### config.mk
export PLATFORM = sky130hd
export DESIGN_NAME = filter_dot_product_accumulator
export DESIGN_NICKNAME = d
export VERILOG_FILES = /design/src/rtl/filter_dot_product_accumulator.sv
export SDC_FILE = /design/constraint.sdc
export NUM_CORES = 2
export LEC_CHECK = 0
export BUFFER_PORTS_ARGS = -buffer_cell sky130_fd_sc_hd__clkbuf_2
export CAP_MARGIN = 20
export CORE_UTILIZATION = 63
export DETAILED_ROUTE_END_ITERATION = 8
export GPL_TIMING_DRIVEN = 0
export PLACE_DENSITY_LB_ADDON = 0.25
export SLEW_MARGIN = 10
export SYNTH_ARGS = -nofsm -noshare
export SYNTH_HDL_FRONTEND = slang
export SYNTH_SLANG_ARGS = --single-unit
### constraint.sdc
create_clock -name clock -period 4.14 [get_ports clock]
set_input_delay 0.414 -clock clock [delete_from_list [all_inputs] [get_ports clock]]
set_output_delay 0.414 -clock clock [all_outputs]
set_load 0.05 [all_outputs]
### src/rtl/filter_dot_product_accumulator.sv
// Four-filter fixed-point dot-product accumulator.
// One activation element is multiplied against four filter elements per accepted
// cycle; after VECTOR_LENGTH accepts the four sums are scaled by FRAC_BITS,
// saturated to 16 bits and presented with a one-cycle result_valid pulse.
// Ports:
//   clock, clear_n           - rising-edge clock, async active-low reset
//   clear                    - synchronous soft clear (discards in-flight vector)
//   en, b_elements_ready     - an element is accepted when both are high
//   a_element, b0..b3_element- signed 16-bit activation / filter elements
//   result_valid             - one-cycle pulse, out0..out3 hold a new result
//   out0..out3, saturated    - saturated results and per-filter clamp flags
//   busy                     - vector partially accumulated or in the pipeline
module filter_dot_product_accumulator #(
    parameter int unsigned FRAC_BITS     = 8,
    parameter int unsigned VECTOR_LENGTH = 16
) (
    input  logic        clock,
    input  logic        clear_n,
    input  logic        clear,
    input  logic        en,
    input  logic        b_elements_ready,
    input  logic [15:0] a_element,
    input  logic [15:0] b0_element,
    input  logic [15:0] b1_element,
    input  logic [15:0] b2_element,
    input  logic [15:0] b3_element,
    output logic        result_valid,
    output logic [15:0] out0,
    output logic [15:0] out1,
    output logic [15:0] out2,
    output logic [15:0] out3,
    output logic [3:0]  saturated,
    output logic        busy
);

    localparam int unsigned DATA_W   = 16;
    localparam int unsigned PROD_W   = 32;
    localparam int unsigned ACC_W    = 36;
    localparam int unsigned NUM_FILT = 4;
    localparam int unsigned CNT_W    = (VECTOR_LENGTH > 2) ? $clog2(VECTOR_LENGTH) : 1;

    localparam logic [CNT_W-1:0]        LAST_CNT = CNT_W'(VECTOR_LENGTH - 1);
    localparam logic signed [ACC_W-1:0] SAT_MAX  = ACC_W'(32767);
    localparam logic signed [ACC_W-1:0] SAT_MIN  = ACC_W'(-32768);

    // Input views
    logic                     accept;
    logic                     last_c;
    logic signed [DATA_W-1:0] a_s;
    logic signed [DATA_W-1:0] b_vec [NUM_FILT];

    // Pipeline state
    logic [CNT_W-1:0]         cnt_q;
    logic [CNT_W-1:0]         cnt_next;
    logic                     s1_valid_q;
    logic                     s1_last_q;
    logic signed [PROD_W-1:0] prod_q [NUM_FILT];
    logic signed [ACC_W-1:0]  acc_q  [NUM_FILT];
    logic [DATA_W-1:0]        out_q  [NUM_FILT];

    // Combinational datapath
    logic signed [PROD_W-1:0] prod_c  [NUM_FILT];
    logic signed [ACC_W-1:0]  sum_c   [NUM_FILT];
    logic signed [ACC_W-1:0]  shift_c [NUM_FILT];
    logic [DATA_W-1:0]        clamp_c [NUM_FILT];
    logic [NUM_FILT-1:0]      sat_c;

    assign accept   = en & b_elements_ready;
    assign last_c   = (cnt_q == LAST_CNT);
    assign a_s      = a_element;
    assign b_vec[0] = b0_element;
    assign b_vec[1] = b1_element;
    assign b_vec[2] = b2_element;
    assign b_vec[3] = b3_element;

    assign out0 = out_q[0];
    assign out1 = out_q[1];
    assign out2 = out_q[2];
    assign out3 = out_q[3];

    // Element counter advance; wraps after the last element of a vector
    always_comb begin
        cnt_next = cnt_q;
        if (accept) begin
            cnt_next = last_c ? '0 : cnt_q + CNT_W'(1);
        end
    end

    // Multiply, accumulate, scale and saturate
    always_comb begin
        sat_c = '0;
        for (int k = 0; k < NUM_FILT; k++) begin
            prod_c[k]  = PROD_W'(a_s) * PROD_W'(b_vec[k]);
            sum_c[k]   = acc_q[k] + ACC_W'(prod_q[k]);
            shift_c[k] = sum_c[k] >>> FRAC_BITS;
            clamp_c[k] = DATA_W'(shift_c[k]);
            if (shift_c[k] > SAT_MAX) begin
                clamp_c[k] = 16'h7FFF;
                sat_c[k]   = 1'b1;
            end else if (shift_c[k] < SAT_MIN) begin
                clamp_c[k] = 16'h8000;
                sat_c[k]   = 1'b1;
            end
        end
    end

    // Pipeline registers; soft clear drops in-flight work but keeps held outputs
    always_ff @(posedge clock or negedge clear_n) begin
        if (!clear_n) begin
            cnt_q        <= '0;
            s1_valid_q   <= 1'b0;
            s1_last_q    <= 1'b0;
            result_valid <= 1'b0;
            saturated    <= '0;
            busy         <= 1'b0;
            for (int k = 0; k < NUM_FILT; k++) begin
                prod_q[k] <= '0;
                acc_q[k]  <= '0;
                out_q[k]  <= '0;
            end
        end else if (clear) begin
            cnt_q        <= '0;
            s1_valid_q   <= 1'b0;
            s1_last_q    <= 1'b0;
            result_valid <= 1'b0;
            busy         <= 1'b0;
            for (int k = 0; k < NUM_FILT; k++) begin
                acc_q[k] <= '0;
            end
        end else begin
            cnt_q        <= cnt_next;
            s1_valid_q   <= accept;
            s1_last_q    <= accept & last_c;
            result_valid <= s1_valid_q & s1_last_q;
            busy         <= (cnt_next != '0) | accept;
            if (accept) begin
                for (int k = 0; k < NUM_FILT; k++) begin
                    prod_q[k] <= prod_c[k];
                end
            end
            if (s1_valid_q) begin
                for (int k = 0; k < NUM_FILT; k++) begin
                    acc_q[k] <= s1_last_q ? '0 : sum_c[k];
                end
                if (s1_last_q) begin
                    saturated <= sat_c;
                    for (int k = 0; k < NUM_FILT; k++) begin
                        out_q[k] <= clamp_c[k];
                    end
                end
            end
        end
    end

endmodule

=== Word level (Yosys, flattened, before mapping) ===
Cells that the tools add are included.

* Register bits after elaboration: 348
* Output and inout port bits: 70
* Logic and storage cells: 74

* Add/sub/neg operators: 5
* Multipliers: 4
* Order comparisons: 8
* Equality and inequality tests: 1
* Mux-type cells: 29
* Bitwise operators: 5
* Reduce and logical (&&, ||, !) cells: 4

{| class="wikitable"
|+ Operators by type and width
! cell !! number
|-
| two-way mux 144 bit || 2
|-
| adder 36 x 32 -> 36 bit || 4
|-
| two-way mux 36 bit || 4
|-
| multiplier 16 x 16 -> 32 bit || 4
|-
| two-way mux 16 bit || 8
|-
| greater-than comparator 28 x 16 -> 1 bit (second input constant) || 4
|-
| less-than comparator 28 x 16 -> 1 bit (second input constant) || 4
|-
| two-way mux 1 bit || 12
|-
| two-way mux 4 bit || 3
|-
| adder 4 x 1 -> 4 bit (second input constant) || 1
|-
| == test 4 bit (second input constant) || 1
|-
| nonzero test 4 bit || 1
|-
| AND 1 bit || 3
|-
| AND reduction 3 bit || 1
|-
| AND reduction 2 bit || 1
|-
| nonzero test 2 bit || 1
|-
| inverter 1 bit || 1
|-
| bitwise OR 1 bit || 1
|}

=== Longest topological paths before layout ===
* Depth in word-level cells: 6
* Gate-level depth with buffers: 26

=== Worst setup path after synthesis ===
No wires, ideal clock.

* Kind: input -> register
* From: in a_element[15]
* To: reg prod_q[93] (netlist bit)
* Library setup time: 0.095 ns
* Arrival: 6.750 ns
* Slack: -2.706 ns
* Stages: 26
* Path buffers: 2
* Path through: clkbuf_1 clkbuf_1 nand2_1 inv_1 fa_1 inv_1 fa_1 fa_1 inv_1 fa_1 fa_1 inv_1 fa_1 inv_1 ha_1 a21o_1 a21o_1 a21o_1 a21o_1 a21oi_1 o21ai_0 a2111oi_0 nor3_1 o31a_1 o21a_1 o31ai_1

* Word-level cells in the longest chain between the ends: 1

{| class="wikitable"
|+ RTL lines
! element !! line !! source
|-
| start, declared || 22 || <nowiki>input logic [15:0] a_element,</nowiki>
|-
| multiplier 16 x 16 -> 32 bit || 93 || <nowiki>prod_c[k] = PROD_W'(a_s) * PROD_W'(b_vec[k]);</nowiki>
|-
| end signal, assigned by index || 138 || <nowiki>prod_q[k] <= prod_c[k];</nowiki>
|-
| end, declared || 57 || <nowiki>logic signed [PROD_W-1:0] prod_q [NUM_FILT];</nowiki>
|}

Every way passes these cells.
A chain may end at the register's enable or synchronous reset.

=== Worst setup path after layout ===
* From: in a_element[9]
* To: reg prod_q[94] (netlist bit)

Same word-level chain as after synthesis.

==> impl_metrics.json <==
{
  "synthXorXnorAreaFrac_pct": 3.39,
  "max_freq_mhz": 163,
  "synth_edf_count": 0,
  "slew_headroom_pct": 13.3,
  "syn-num-nets": 8272,
  "grt_util_met2_pct": 61.3,
  "met1_usage_pct": 56.4,
  "cts.htree.levels": 2,
  "syn_area_per_cell_sq_um": 9.07,
  "rows": 113,
  "crit_arrival_ps": 6590,
  "cp_max_fo": 5,
  "timing.final.crit_share_pct": 148,
  "dp_hpwl_microns": 154000,
  "grt_max_degree": 101,
  "required_ps": 4590,
  "synth_compound_area_share_pct": 12.3,
  "vias": 52336,
  "clock_sinks": 348,
  "areaGrowthSynthToFinish_pct": 20.1,
  "end_kind": "register",
  "syn_inst": 6666,
  "r2r-start": "prod_q[64]$_DFFE_PN0P_",
  "violations": "antenna violations, negative setup slack",
  "grt_pass1_vias": 52931,
  "drc_errors": 0,
  "die_x_microns": 312,
  "io-pin-count": 155,
  "die_y_microns": 312,
  "reg2reg_slack_ps": 120,
  "timing.hold.ws_ps": 95.8,
  "synth-seq-area-share_pct": 14.4,
  "holdCritPathClass": "in2reg",
  "final_cells": 8472,
  "worst_pin_slew_ps": 1300,
  "hold_viol_final": 0,
  "root_buffer": "clkbuf_16",
  "antenna_found_initial": 25,
  "core_sq_um": 95000,
  "yosys_most_used_dff": "dfrtp_1",
  "crit_start": "a_element[9]",
  "yosys_warnings": 0,
  "cp_num_cells": 26,
  "cts.clk_slew.worst_paths_ps": 60,
  "initialDrtViolationCount": 5723,
  "tritoncts": "yes",
  "numPortBuffers": 137,
  "timing.rr.end": "out1[12]$_DFFE_PN0P_",
  "finalClockSkew_ps": 34.8,
  "syn_area_sq_um": 60500,
  "synth_top_family_by_area": "adder cells",
  "cp_slowest_stage_delay_ps": 530,
  "track_usage_pct": 42.1,
  "cpLargestDelayFamily": "adder cells",
  "muxShareOfSynthArea_pct": 0.118,
  "synthAdderAreaFrac_pct": 44.5,
  "viasPerCell": 6.18,
  "grt-ovfl-total": 0,
  "cp_common_cell": "fa_1",
  "grt_pass1_wl_microns": 307000,
  "slowest_stage": "fa_1",
  "crit_buf_inv": 7,
  "start_util_pct": 63.7,
  "clk_path_buf_depth": 3,
  "drtAntennaViolNets": 1,
  "clkLatencyLatePin_ps": 610,
  "final_util_pct": 76.4,
  "drive_gt1_share_pct": 17.7,
  "drt-total-wl_microns": 209000,
  "rsz0062_at_grt": "yes",
  "setup_violations": 91,
  "met3_usage_pct": 12.4,
  "synth-simple-area-share_pct": 15.7,
  "critical_path_class": "in2reg",
  "gp_congestion": 1.05,
  "finalWorstSetupSlack_ps": -1990,
  "nets": 8749,
  "ys_ff_latch": 348,
  "start_kind": "input pin",
  "async_reset_ff_share_pct": 100,
  "fin_crit_ps": 6130,
  "busiest_layer": "met2",
  "drv_slew": 0,
  "die-area_sq_um": 97200,
  "place_inst": 8078,
  "reg2reg_depth": 14,
  "maxCapViolations": 0,
  "yosys.cell_types.count": 107,
  "fill_cells": 6271,
  "status": "complete, but fails checks",
  "wire_per_inst_microns": 24.7,
  "cts_buffers": 40,
  "crit_end": "prod_q[94]$_DFFE_PN0P_",
  "first_pass_iters": 9
}
==> flip-flops by register name, indices dropped and copies added, names as in the netlist <==
| name | cells |
|---|---|
| acc_q | 144 |
| prod_q | 128 |
| out0 | 16 |
| out1 | 16 |
| out2 | 16 |
| out3 | 16 |
| cnt_q | 4 |
| saturated | 4 |
| busy | 1 |
| result_valid | 1 |
| s1_last_q | 1 |
| s1_valid_q | 1 |
==> per-stage QoR <==
stage                     cell area, sq um  setup TNS, ps  worst slack (ps)
after global placement               64600       -1993570             -5220
after CTS                            70200         -93430             -1780
after floorplan                      62300        -106200             -1910
after global routing                 72600        -121250             -2080
final                                72600        -111630             -1990
after detailed placement             64700        -203010             -3270
==> synth_stat cells (64+ instances only) <==
master	count	area share, %
a21o_1	129	1.6
a21oi_1	233	1.9
a22o_1	92	1.3
and2_1	506	5.2
clkbuf_1	264	1.6
dfrtp_1	348	14
fa_1	1052	35
ha_1	469	9.7
inv_1	1236	7.7
nand2_1	841	5.2
nand3_1	75	0.62
nor2_1	223	1.4
nor3_1	64	0.53
o21ai_0	287	2.4
xnor2_1	156	2.3
xor2_1	73	1.1
==> logic make-up after synthesis <==
group,after synthesis
AOI/OAI and AO/OA,1095
xor gates and xnor gates,231
adders and majority gates,1521
buffers and inverters,1523
DFF,348
muxes,7
and+or+nand+nor,1941
==> how the worst min path moves through the flow <==
stage / cells past startpoint / start / end / slack, ps
after floorplan: 0 / clear_n / acc_q[0]$_DFFE_PN0P_ / 120
after global routing: 3 / b_elements_ready / cnt_q[1]$_DFF_PN0_ / 120
after CTS: 3 / b_elements_ready / cnt_q[1]$_DFF_PN0_ / 70
final: 3 / b_elements_ready / cnt_q[1]$_DFF_PN0_ / 100
after global placement: 1 / out1[15]$_DFFE_PN0P_ / out1[15]$_DFFE_PN0P_ / 460
after detailed placement: 2 / prod_q[0]$_DFFE_PN0P_ / prod_q[0]$_DFFE_PN0P_ / 460
==> worst min-delay path, stage by stage <==
cell,delay [ps]
clkbuf_2,110
nand3_1,80
a21oi_1,60
==> layout make-up <==
cell class | count | area (sq um) | share of cell area, %
diodes | 32 | 80.1 | 0.110
multi-input cells | 4795 | 49100 | 67.6
clock buffers | 49 | 1050 | 1.45
inverters | 1237 | 4660 | 6.41
clock inverters | 25 | 219 | 0.302
plain buffers | 284 | 3410 | 4.69
well taps | 1265 | 1580 | 2.18
flip-flops and latches | 348 | 8710 | 12.0
repair buffers | 437 | 3810 | 5.24
==> cells in the final DEF, fill, tap and decap left out, types with 32 or more instances in the layout <==
cell	count
xor2_1	61
buf_4	212
o21ai_0	186
buf_6	74
diode_2	32
a21oi_2	46
ha_1	405
nor3_1	50
and2_1	451
dfrtp_1	348
clkbuf_8	63
clkbuf_2	109
a21o_1	128
a22o_1	92
xnor2_1	125
nand2b_1	42
nand3_1	68
clkbuf_1	100
inv_1	1174
and2_4	55
fa_2	62
o21ai_1	85
nand2_1	810
a21oi_1	170
fa_1	990
inv_2	59
ha_4	54
o21bai_1	38
nor2_1	210
clkbuf_16	115
==> metal layers <==
metal | vias up | share of wire (%)
met1 | 26119 | 37
li1 | 22085 | -
met2 | 3256 | 43
met4 | 24 | 7.2
met3 | 852 | 12
met5 | - | 0.13
==> timing repair <==
item | CTS | global route
cloned | 6 | 5
hold buffers | 1 | 0
endpoints found under the hold margin | 74 | 0
endpoints found under the setup margin | 134 | 146
pin swaps | 198 | 250
buffers inserted | 157 | 127
gates resized for setup | 584 | 368
Power is left out: the tool's default activity adds up to more than one toggle a clock period on the data nets, which glitch-free logic cannot reach.
